--- src/rtl/if_fetch_unit.sv ---
// Instruction-fetch requester: drives ROM ce/addr, buffers {pc, inst} in a small FIFO, hands entries to IF/ID.
// Optional macro FETCH_MISALIGN_CHECK_EN: misaligned redirect targets halt fetch and raise a sticky misalign_err.
module if_fetch_unit #(
    parameter logic [31:0] RESET_PC  = 32'h0000_0000,
    parameter int unsigned BUF_DEPTH = 2
) (
    input  logic        clk,
    input  logic        rst_n,
    output logic        rom_ce,
    output logic [31:0] rom_addr,
    input  logic [31:0] rom_inst,
    input  logic        redirect_en,
    input  logic [31:0] redirect_target,
    output logic        id_valid,
    input  logic        id_ready,
    output logic [31:0] id_pc,
    output logic [31:0] id_inst,
    output logic        misalign_err
);

    localparam int unsigned ADDR_W = 32;
    localparam int unsigned PTR_W  = (BUF_DEPTH > 1) ? $clog2(BUF_DEPTH) : 1;
    localparam int unsigned CNT_W  = $clog2(BUF_DEPTH + 1);

    typedef struct packed {
        logic [ADDR_W-1:0] pc;
        logic [31:0]       inst;
    } entry_t;

    entry_t             mem [BUF_DEPTH];
    logic [ADDR_W-1:0]  pc;
    logic               ce_q;
    logic               halted;
    logic [PTR_W-1:0]   rd_ptr;
    logic [PTR_W-1:0]   wr_ptr;
    logic [CNT_W-1:0]   count;
    logic               pop;
    logic               capture;
    logic [ADDR_W-1:0]  load_pc;

    assign rom_addr = pc;
    assign rom_ce   = ce_q & ~halted;
    assign id_valid = (count != '0);
    assign pop      = id_valid & id_ready;
    assign capture  = rom_ce & ~redirect_en & ((count < CNT_W'(BUF_DEPTH)) | pop);

    // Head entry is read combinationally from registered storage; zeros when empty.
    always_comb begin
        id_pc   = '0;
        id_inst = '0;
        if (id_valid) begin
            id_pc   = mem[rd_ptr].pc;
            id_inst = mem[rd_ptr].inst;
        end
    end

`ifdef FETCH_MISALIGN_CHECK_EN
    assign load_pc = redirect_target;

    // Misaligned redirect stops fetch until the next aligned redirect.
    always_ff @(posedge clk or negedge rst_n) begin
        if (!rst_n) begin
            halted       <= 1'b0;
            misalign_err <= 1'b0;
        end else if (redirect_en) begin
            halted       <= |redirect_target[1:0];
            misalign_err <= |redirect_target[1:0];
        end
    end
`else
    assign load_pc      = {redirect_target[ADDR_W-1:2], 2'b00};
    assign halted       = 1'b0;
    assign misalign_err = 1'b0;
`endif

    // PC, pointers and occupancy; redirect flushes everything and wins over capture/pop.
    always_ff @(posedge clk or negedge rst_n) begin
        if (!rst_n) begin
            pc     <= RESET_PC;
            ce_q   <= 1'b0;
            rd_ptr <= '0;
            wr_ptr <= '0;
            count  <= '0;
        end else begin
            ce_q <= 1'b1;
            if (redirect_en) begin
                pc     <= load_pc;
                rd_ptr <= '0;
                wr_ptr <= '0;
                count  <= '0;
            end else begin
                if (capture) begin
                    wr_ptr <= wr_ptr + PTR_W'(1);
                    pc     <= pc + ADDR_W'(4);
                end
                if (pop) begin
                    rd_ptr <= rd_ptr + PTR_W'(1);
                end
                count <= count + CNT_W'(capture) - CNT_W'(pop);
            end
        end
    end

    // Storage needs no reset: occupancy alone decides what is visible.
    always_ff @(posedge clk) begin
        if (capture) begin
            mem[wr_ptr] <= '{pc: pc, inst: rom_inst};
        end
    end

endmodule

--- config.mk ---
export PLATFORM = sky130hd
export DESIGN_NAME = if_fetch_unit
export DESIGN_NICKNAME = d
export VERILOG_FILES = /design/src/rtl/if_fetch_unit.sv
export SDC_FILE = /design/constraint.sdc
export NUM_CORES = 1
export LEC_CHECK = 0
export BUFFER_PORTS_ARGS = -buffer_cell sky130_fd_sc_hd__buf_2
export CAP_MARGIN = 25
export CORE_ASPECT_RATIO = 0.75
export CORE_MARGIN = 2
export CORE_UTILIZATION = 35
export DETAILED_ROUTE_END_ITERATION = 6
export MAX_ROUTING_LAYER = met4
export PLACE_DENSITY = 0.64
export SETUP_SLACK_MARGIN = 0.4
export SYNTH_ARGS = -nofsm -noshare
export SYNTH_HDL_FRONTEND = slang
export SYNTH_SLANG_ARGS = --single-unit
--- constraint.sdc ---
create_clock -name clk -period 4.9 [get_ports clk]
set_input_delay 0.49 -clock clk [delete_from_list [all_inputs] [get_ports clk]]
set_output_delay 0.49 -clock clk [all_outputs]
set_load 0.02 [all_outputs]
* Yosys cells after proc, flatten, opt, wreduce, memory -nomap -nowiden
Memory sizes are Yosys's and may differ from the RTL's.
Cells that the tools add are included.
** Operators by class
- Add/sub/neg operators :: 5
- $mul :: 0
- Div/mod/pow operators :: 0
- Order comparisons :: 1
- Eq/ne operators :: 0
- Shift-type cells :: 0
- Multiplexer cells :: 11
- Bitwise gates (word level) :: 5
- Reductions and logical operators :: 3
** Operators with widths (count)
- $mux 32 :: 4
- $add 32x3->32 const B :: 1
- $mux 1 :: 6
- $reduce_bool 2->1 :: 3
- $and 1x1->1 :: 3
- $add 1x1->1 const B :: 2
- $add 2x1->2 :: 1
- $lt 2x2->1 const B :: 1
- $mux 2 :: 1
- $sub 2x1->2 :: 1
- $not 1->1 :: 1
- $or 1x1->1 :: 1
** Word-level totals
- Register bits :: 37
- Latch bits :: 0
- RAM bits :: 128
- Bits in read-only memories :: 0
- Input bits :: 68
- Output and inout bits :: 99
- Logic and storage cells :: 31
- Memories :: 1
** Memories
- mem :: depth 2, width 64, read ports 1, clocked after Yosys merged registers in 0, wr ports 1, line 30 : entry_t mem [BUF_DEPTH];

* Longest topological paths before layout
Gate-level depths: netlist (run 1).
- Depth after elaboration :: 7
- Depth in mapped cells :: 9
- Depth with buffers taken out :: 9

* Least setup slack after synthesis (run 1)
Ideal clock, no wire load.
- Path type :: register to register
- From :: reg ce_q, in the netlist rom_ce
- To :: mem mem[0][0] (netlist name) (enable)
- Library setup time :: 0.482 ns
- Data arrival time :: 3.691 ns
- Required time :: 4.418 ns
- Slack :: 0.727 ns
- Stages on the path, launching flop included :: 5
- Path buffers :: 0
- Clock period less this slack :: 4.173 ns
- Path through :: dfrtp_1 -> inv_1 -> nor2_1 -> nand2_1 -> nor2_1
** On the way
- Cells in the longest elaborated chain, start to end :: 4
** Ends and longest elaborated chain
- from (decl) :: line 32 : logic ce_q;
- from (signal assigned) :: line 80 : ce_q <= 1'b0;
- from (signal assigned) :: line 85 : ce_q <= 1'b1;
- $and 1x1->1 (2 in series) :: line 45 : assign capture = rom_ce & ~redirect_en & ((count < CNT_W'(BUF_DEPTH)) | pop);
- $mux 1 :: line 106 : if (capture) begin
- $mux 1 (implied by the code) :: line 107 : mem[wr_ptr] <= '{pc: pc, inst: rom_inst};
- to (decl) :: line 30
Every way passes these cells.

* Worst setup path in the final report (run 1)
- From :: reg count[1]
- To :: mem mem[0][4] (netlist name) (enable)
** On the way
- Cells in the longest elaborated chain, start to end :: 6
- Elaborated cells on any way between the ends :: 7
- Those cells by class :: order compare: 1; mux: 2; bitwise: 3; reduce/logical: 1
** Ends and longest elaborated chain
- from (decl) :: line 36 : logic [CNT_W-1:0] count;
- from (signal assigned) :: line 99 : count <= count + CNT_W'(capture) - CNT_W'(pop);
- $reduce_bool 2->1 :: line 43 : assign id_valid = (count != '0);
- $and 1x1->1 :: line 44 : assign pop = id_valid & id_ready;
- $or 1x1->1 (*) :: line 45
- $and 1x1->1 (*) :: line 45
- $mux 1 (*) :: line 106
- $mux 1 (implied by the code) (*) :: line 107
Mark *: on every way between the ends. The rest lies on a longest branch, timed or not.

==> flow_summary.yaml, run 1 <==
power_and_ir_drop:
  p_per_area_mw_per_mm2: 501
  intPower_w: 0.00281
  pwr-share-clk: 0.339
  p_switching_w: 0.00134
  combPwrFrac: 0.253
  leakagePower_nw: 3.22
  p_total_w: 0.00415
  ir_worst_vdd_uv: 300
  p_seq_frac: 0.408
  p_sw_frac: 0.324
finish:
  layoutNonFillerInstCount: 898
  drive_gt1_frac: 0.308
  seq_area_sq_mm: 0.00460
  finalInstanceArea_sq_mm: 0.00829
  layout.nets: 708
  multi_input_area_sq_mm: 0.00188
  syn_to_final_growth_pct: 25.8
  nFillCells: 1676
synth:
  synth_area_leaders: "edfxtp_1 57%, dfrtp_1 13%, mux2i_1 9.6%"
  ys_seq_area_frac: 0.698
  yosysTopAreaCell: "edfxtp_1"
  synth_top_area_frac: 0.565
  synth-seq-cells: 159
  syn-cell-area_sq_mm: 0.00659
  ys_async_sr_fraction: 0.220
  synth_cell_type_count: 30
  yosys_most_used_dff: "edfxtp_1"
  syn_inst: 478
  synth_edf_count: 124
  avgSynthCellArea_sq_um: 13.8
  synth-warning-count: 0
routing:
  dr.pass1.iters: 4
  wirelength_microns: 15100
  met3WireLength_microns: 953
  drt_iter0_drc: 263
  num_vias: 4305
  ant_nets: 0
  m1WireLength_microns: 6900
  dr_wl_met2_microns: 7080
  vias_per_cell: 4.79
  route.detailed.drc: 0
  highest_layer: "met4"
  avgRoutedWirePerCell_microns: 16.8
clock_network:
  cts.repair.resized: 0
  htree_num_levels: 4
  tritoncts: "built"
  clk_path_buf_depth: 2
  post-cts-setup-buffers: 0
  cts-root-buf: "clkbuf_16"
  worstSkewPairLatency_ns: 0.42
  clock-sinks: 159
  postCtsHoldBufs: 0
  cts_buffers: 17
  clkTransAtPathRegs_ns: 0.06
global_routing:
  antenna_found_initial: 1
  first_global_vias: 4324
  grt_max_degree: 64
  grt_pass1_wl_microns: 23100
  grt-ovfl-total: 0
  grt_usage: 0.159
timing:
  rsz0062_at_grt: "false"
  setup_tns_ns: 0
  period_share: 0.603
  min_period_ns: 2.95
  slew_viol_final: 0
  hold_viol: 0
  finClkSkew_ns: 0.00800
  relSlewSlack: 0.356
  fmax_mhz: 339
  hold_slack_ns: 0.175
  finalSetupViolCount: 0
  tightest_slew_ns: 0.966
min_path:
  hold_class: "input pin to async pin"
setup_path:
  crit_path_max_fanout: 44
  cp.required_ns: 4.95
  critPathArrivalTime_ns: 3.00
  reg2reg_depth: 5
  critPathKind: "flip-flop to flip-flop"
  path_cells: "nor2b_1, nor2_1, nand2_1, nor2_4, buf_4"
  start_kind: "flip-flop"
  critical-path-max-stage-delay_ns: 0.63
  cp_slowest_cell: "buf_4"
  setup.worst_path.end_class: "flip-flop"
floorplan:
  core-area_sq_mm: 0.0185
  initial_core_util: 0.357
  ios: 167
  die_x_microns: 162
  num_rows: 43
  die_area_sq_mm: 0.0199
  chipHeight_microns: 123
placed_design:
  place.gp.congestion: 0.837
  dp.cells: 865
  io_buffers: 159
  placed_area_sq_mm: 0.00765
  place_hpwl_microns: 9720
run_status:
  status: "completed"
job:
  cap_viol_max_count: 0
==> cell type report <==
| type | count | area share |
|---|---|---|
| Tap cell | 247 | 0.0373 |
| Sequential cell | 159 | 0.555 |
| Clock inverter | 15 | 0.0251 |
| Inverter | 5 | 0.00226 |
| Clock buffer | 17 | 0.0513 |
| Timing Repair Buffer | 163 | 0.102 |
| Antenna cell | 1 | 0.000302 |
| Multi-Input combinational cell | 291 | 0.226 |
==> power by group through the flow <==
stage | combinational, W | clock [W] | sequential, W
final | 0.00105 | 0.00141 | 0.00169
after global placement | 0.000989 | 0 | 0.00176
after global routing | 0.00114 | 0.00149 | 0.00171
after detailed placement | 0.00106 | 0 | 0.00172
after floorplan | 0.000700 | 0 | 0.00169
after CTS | 0.00107 | 0.00144 | 0.00169
==> path summary, 6_finish.rpt <==
kind / slack, ns / endpoint / start
max in group asynchronous: 4.11 / rd_ptr$_DFFE_PN0P_ / rst_n
worst max-delay path: 1.95 / mem[0][4]$_DFFE_PP_ / count[1]$_DFF_PN0_
worst max register to register: 1.95 / mem[0][4]$_DFFE_PP_ / count[1]$_DFF_PN0_
min in group clk: 0.26 / mem[1][30]$_DFFE_PP_ / rom_inst[30]
worst min register to register: 0.53 / mem[0][63]$_DFFE_PP_ / rom_addr[31]$_DFFE_PN0P_
worst min-delay path: 0.17 / rom_addr[26]$_DFFE_PN0P_ / rst_n
==> synth_stat cells, types with 4 or more instances <==
| master | number |
|---|---|
| edfxtp_1 | 124 |
| nor2_1 | 69 |
| mux2i_1 | 63 |
| dfrtp_1 | 35 |
| nand2_1 | 33 |
| o21ai_0 | 28 |
| xor2_1 | 23 |
| nand4_1 | 16 |
| clkbuf_1 | 14 |
| nand3_1 | 13 |
| xnor2_1 | 7 |
| buf_4 | 6 |
| and3_1 | 5 |
| inv_1 | 5 |
| buf_2 | 4 |
| nor3_1 | 4 |
| o31a_1 | 4 |
==> worst max-delay path, delay by kind of cell (launching register included) <==
kind / cells / cell delay, ns
AND/OR/NAND/NOR: 4 / 1.48
flip-flops: 1 / 0.43
buffers and inverters: 1 / 0.63
==> metal layers <==
layer	track usage	vias up
met5	-	-
met4	0.0476	0
met3	0.0372	12
met2	0.248	137
met1	0.208	2113
li1	-	2043
==> sequential cells by signal, summed over array words and instances (netlist names) <==
signal,flops
rd_ptr,1
wr_ptr,1
rom_ce,1
count,2
mem,124
rom_addr,30
==> metrics by stage <==
stage	setup slack, ns	util
final	1.95	0.449
after global routing	1.78	0.449
after CTS	1.95	0.449
after detailed placement	1.92	0.415
after global placement	1.99	0.413
after floorplan	0.727	-
==> cells in the final DEF, fill, tap and decap left out, types with 5 or more instances in the layout <==
cell,instances
clkbuf_16,17
nand4_1,16
nand3_1,13
dfrtp_1,34
edfxtp_1,124
inv_1,5
xnor2_1,7
nand2_1,33
o21ai_0,28
conb_1,6
mux2i_1,63
nor2_1,67
xor2_1,23
buf_2,159
==> logic make-up (layout without fill, tap and decap cells) <==
logic type                 Yosys count  in the layout  synth area share
DFF                                159            159             0.698
buffers and inverters               32            200            0.0224
xor gates and xnor gates            30             30            0.0399
muxes                               63             63            0.0957
AOI/OAI and AO/OA                   33             33            0.0275
and+or+nand+nor                    156            156             0.109
other                                2              7           0.00114
adders and majority gates            3              3           0.00570
Note: power is estimated with default switching activity, not from simulation.
==> run 2, diff against run 1 <==
- clock period: 4.9 -> 2.9 ns (I/O delays scaled with it)
==> flow_summary.yaml, run 2 (synthesis results as in run 1) <==
run_status:
  status: "completed"
finish:
  nFillCells: 1660
  final_common_cell: "buf_2"
  drive_gt1_frac: 0.318
  layout.nets: 716
  largest_reg_flops: 124
  fin_util: 0.454
  syn_to_final_growth_pct: 27.1
  layout.cells.most_common_list: "159 x buf_2, 124 x edfxtp_1, 67 x nor2_1"
  regMostFlops: "mem"
global_routing:
  grt_pass1_wl_microns: 22900
  first_global_vias: 4216
  grt-ovfl-total: 0
  antenna_found_initial: 1
  grt_max_degree: 63
  grt_usage: 0.158
clock_network:
  cts-root-buf: "clkbuf_16"
  postCtsHoldBufs: 1
  clkTransAtPathRegs_ns: 0.07
  worstSkewPairLatency_ns: 0.41
  htree_num_levels: 4
  tritoncts: "built"
  post-cts-setup-buffers: 0
  cts_buffers: 17
  clk_path_buf_depth: 2
  cts.repair.resized: 0
  clock-sinks: 159
routing:
  vias_per_cell: 4.82
  dr.pass1.iters: 4
  ant_nets: 0
  wirelength_microns: 15100
  avgRoutedWirePerCell_microns: 16.7
  drt_iter0_drc: 241
  num_vias: 4371
  route.detailed.drc: 0
floorplan:
  core-area_sq_mm: 0.0185
  initial_core_util: 0.357
  chipHeight_microns: 123
  ios: 167
  num_rows: 43
  die_x_microns: 162
  die_area_sq_mm: 0.0199
timing:
  finalSetupViolCount: 0
  rsz0062_at_grt: "false"
  finClkSkew_ns: 0.00676
  hold_slack_ns: 0.0654
  slew_viol_final: 0
  setup_tns_ns: 0
  period_share: 0.801
  min_period_ns: 2.32
  hold_viol: 0
  tightest_slew_ns: 0.863
  fmax_mhz: 430
  relSlewSlack: 0.424
setup_path:
  critPathArrivalTime_ns: 2.03
  setup.worst_path.end_class: "primary output"
  start_kind: "flip-flop"
  crit_path_max_fanout: 20
  cp.required_ns: 2.61
  critPathKind: "flip-flop to primary output"
placed_design:
  place_hpwl_microns: 10000
  place.gp.congestion: 0.806
  io_buffers: 159
power_and_ir_drop:
  p_per_area_mw_per_mm2: 838
  p_total_w: 0.00702
  ir_worst_vdd_uv: 434
  leakagePower_nw: 3.27
job:
  cap_viol_max_count: 0
min_path:
  hold_class: "input pin to flip-flop"
run 2: cell type report:
cell class | count | area (sq um) | share of cell area
Tap cell | 247 | 309 | 0.0369
Inverter | 5 | 18.8 | 0.00224
Sequential cell | 159 | 4600 | 0.550
Clock inverter | 14 | 204 | 0.0244
Clock buffer | 18 | 429 | 0.0513
Antenna cell | 1 | 2.50 | 0.000299
Timing Repair Buffer | 171 | 926 | 0.111
Multi-Input combinational cell | 291 | 1880 | 0.225
run 2: worst max-delay path: stages (launching register included):
cell and delay (ns):
dfrtp_4 0.68, buf_4 0.39, mux2i_1 0.24, nor2_1 0.08
buf_2 0.20
run 2: metal layers:
layer	part of all wire	wire length (microns)	GRT usage
met1	0.45	6780	0.202
met2	0.47	7110	0.243
met3	0.077	1170	0.0507
met4	0.0045	68	0.0476
met5	0	0	-
run 2: path summary, 6_finish.rpt:
kind,cells after the start,slack [ns],from,to
max,4,0.58,rd_ptr$_DFFE_PN0P_,id_inst[4]
min,1,0.07,rom_inst[27],mem[1][27]$_DFFE_PP_
max reg2reg,6,0.74,rom_addr[3]$_DFFE_PN0P_,rom_addr[30]$_DFFE_PN0P_
min reg2reg,0,0.53,rom_addr[31]$_DFFE_PN0P_,mem[1][63]$_DFFE_PP_
max in group asynchronous,2,1.74,rst_n,rd_ptr$_DFFE_PN0P_
min in group asynchronous,2,0.53,rst_n,rom_addr[3]$_DFFE_PN0P_
run 2: power by group:
group / internal [W] / switching, W / total [W]
clock: 0.00146 / 0.000918 / 0.00238
combinational: 0.000629 / 0.00118 / 0.00181
sequential: 0.00267 / 0.000172 / 0.00284
run 2: through the flow:
stage | setup WS (ns) | std cells | area, sq um
6_report | 0.576 | 906 | 8370
5_1_grt | 0.469 | 906 | 8370
4_1_cts | 0.550 | 905 | 8370
3_5_place_dp | 0.727 | 872 | 7730
3_3_place_gp | 0.842 | 872 | 7730
2_1_floorplan | 0.415 | 482 | 6610
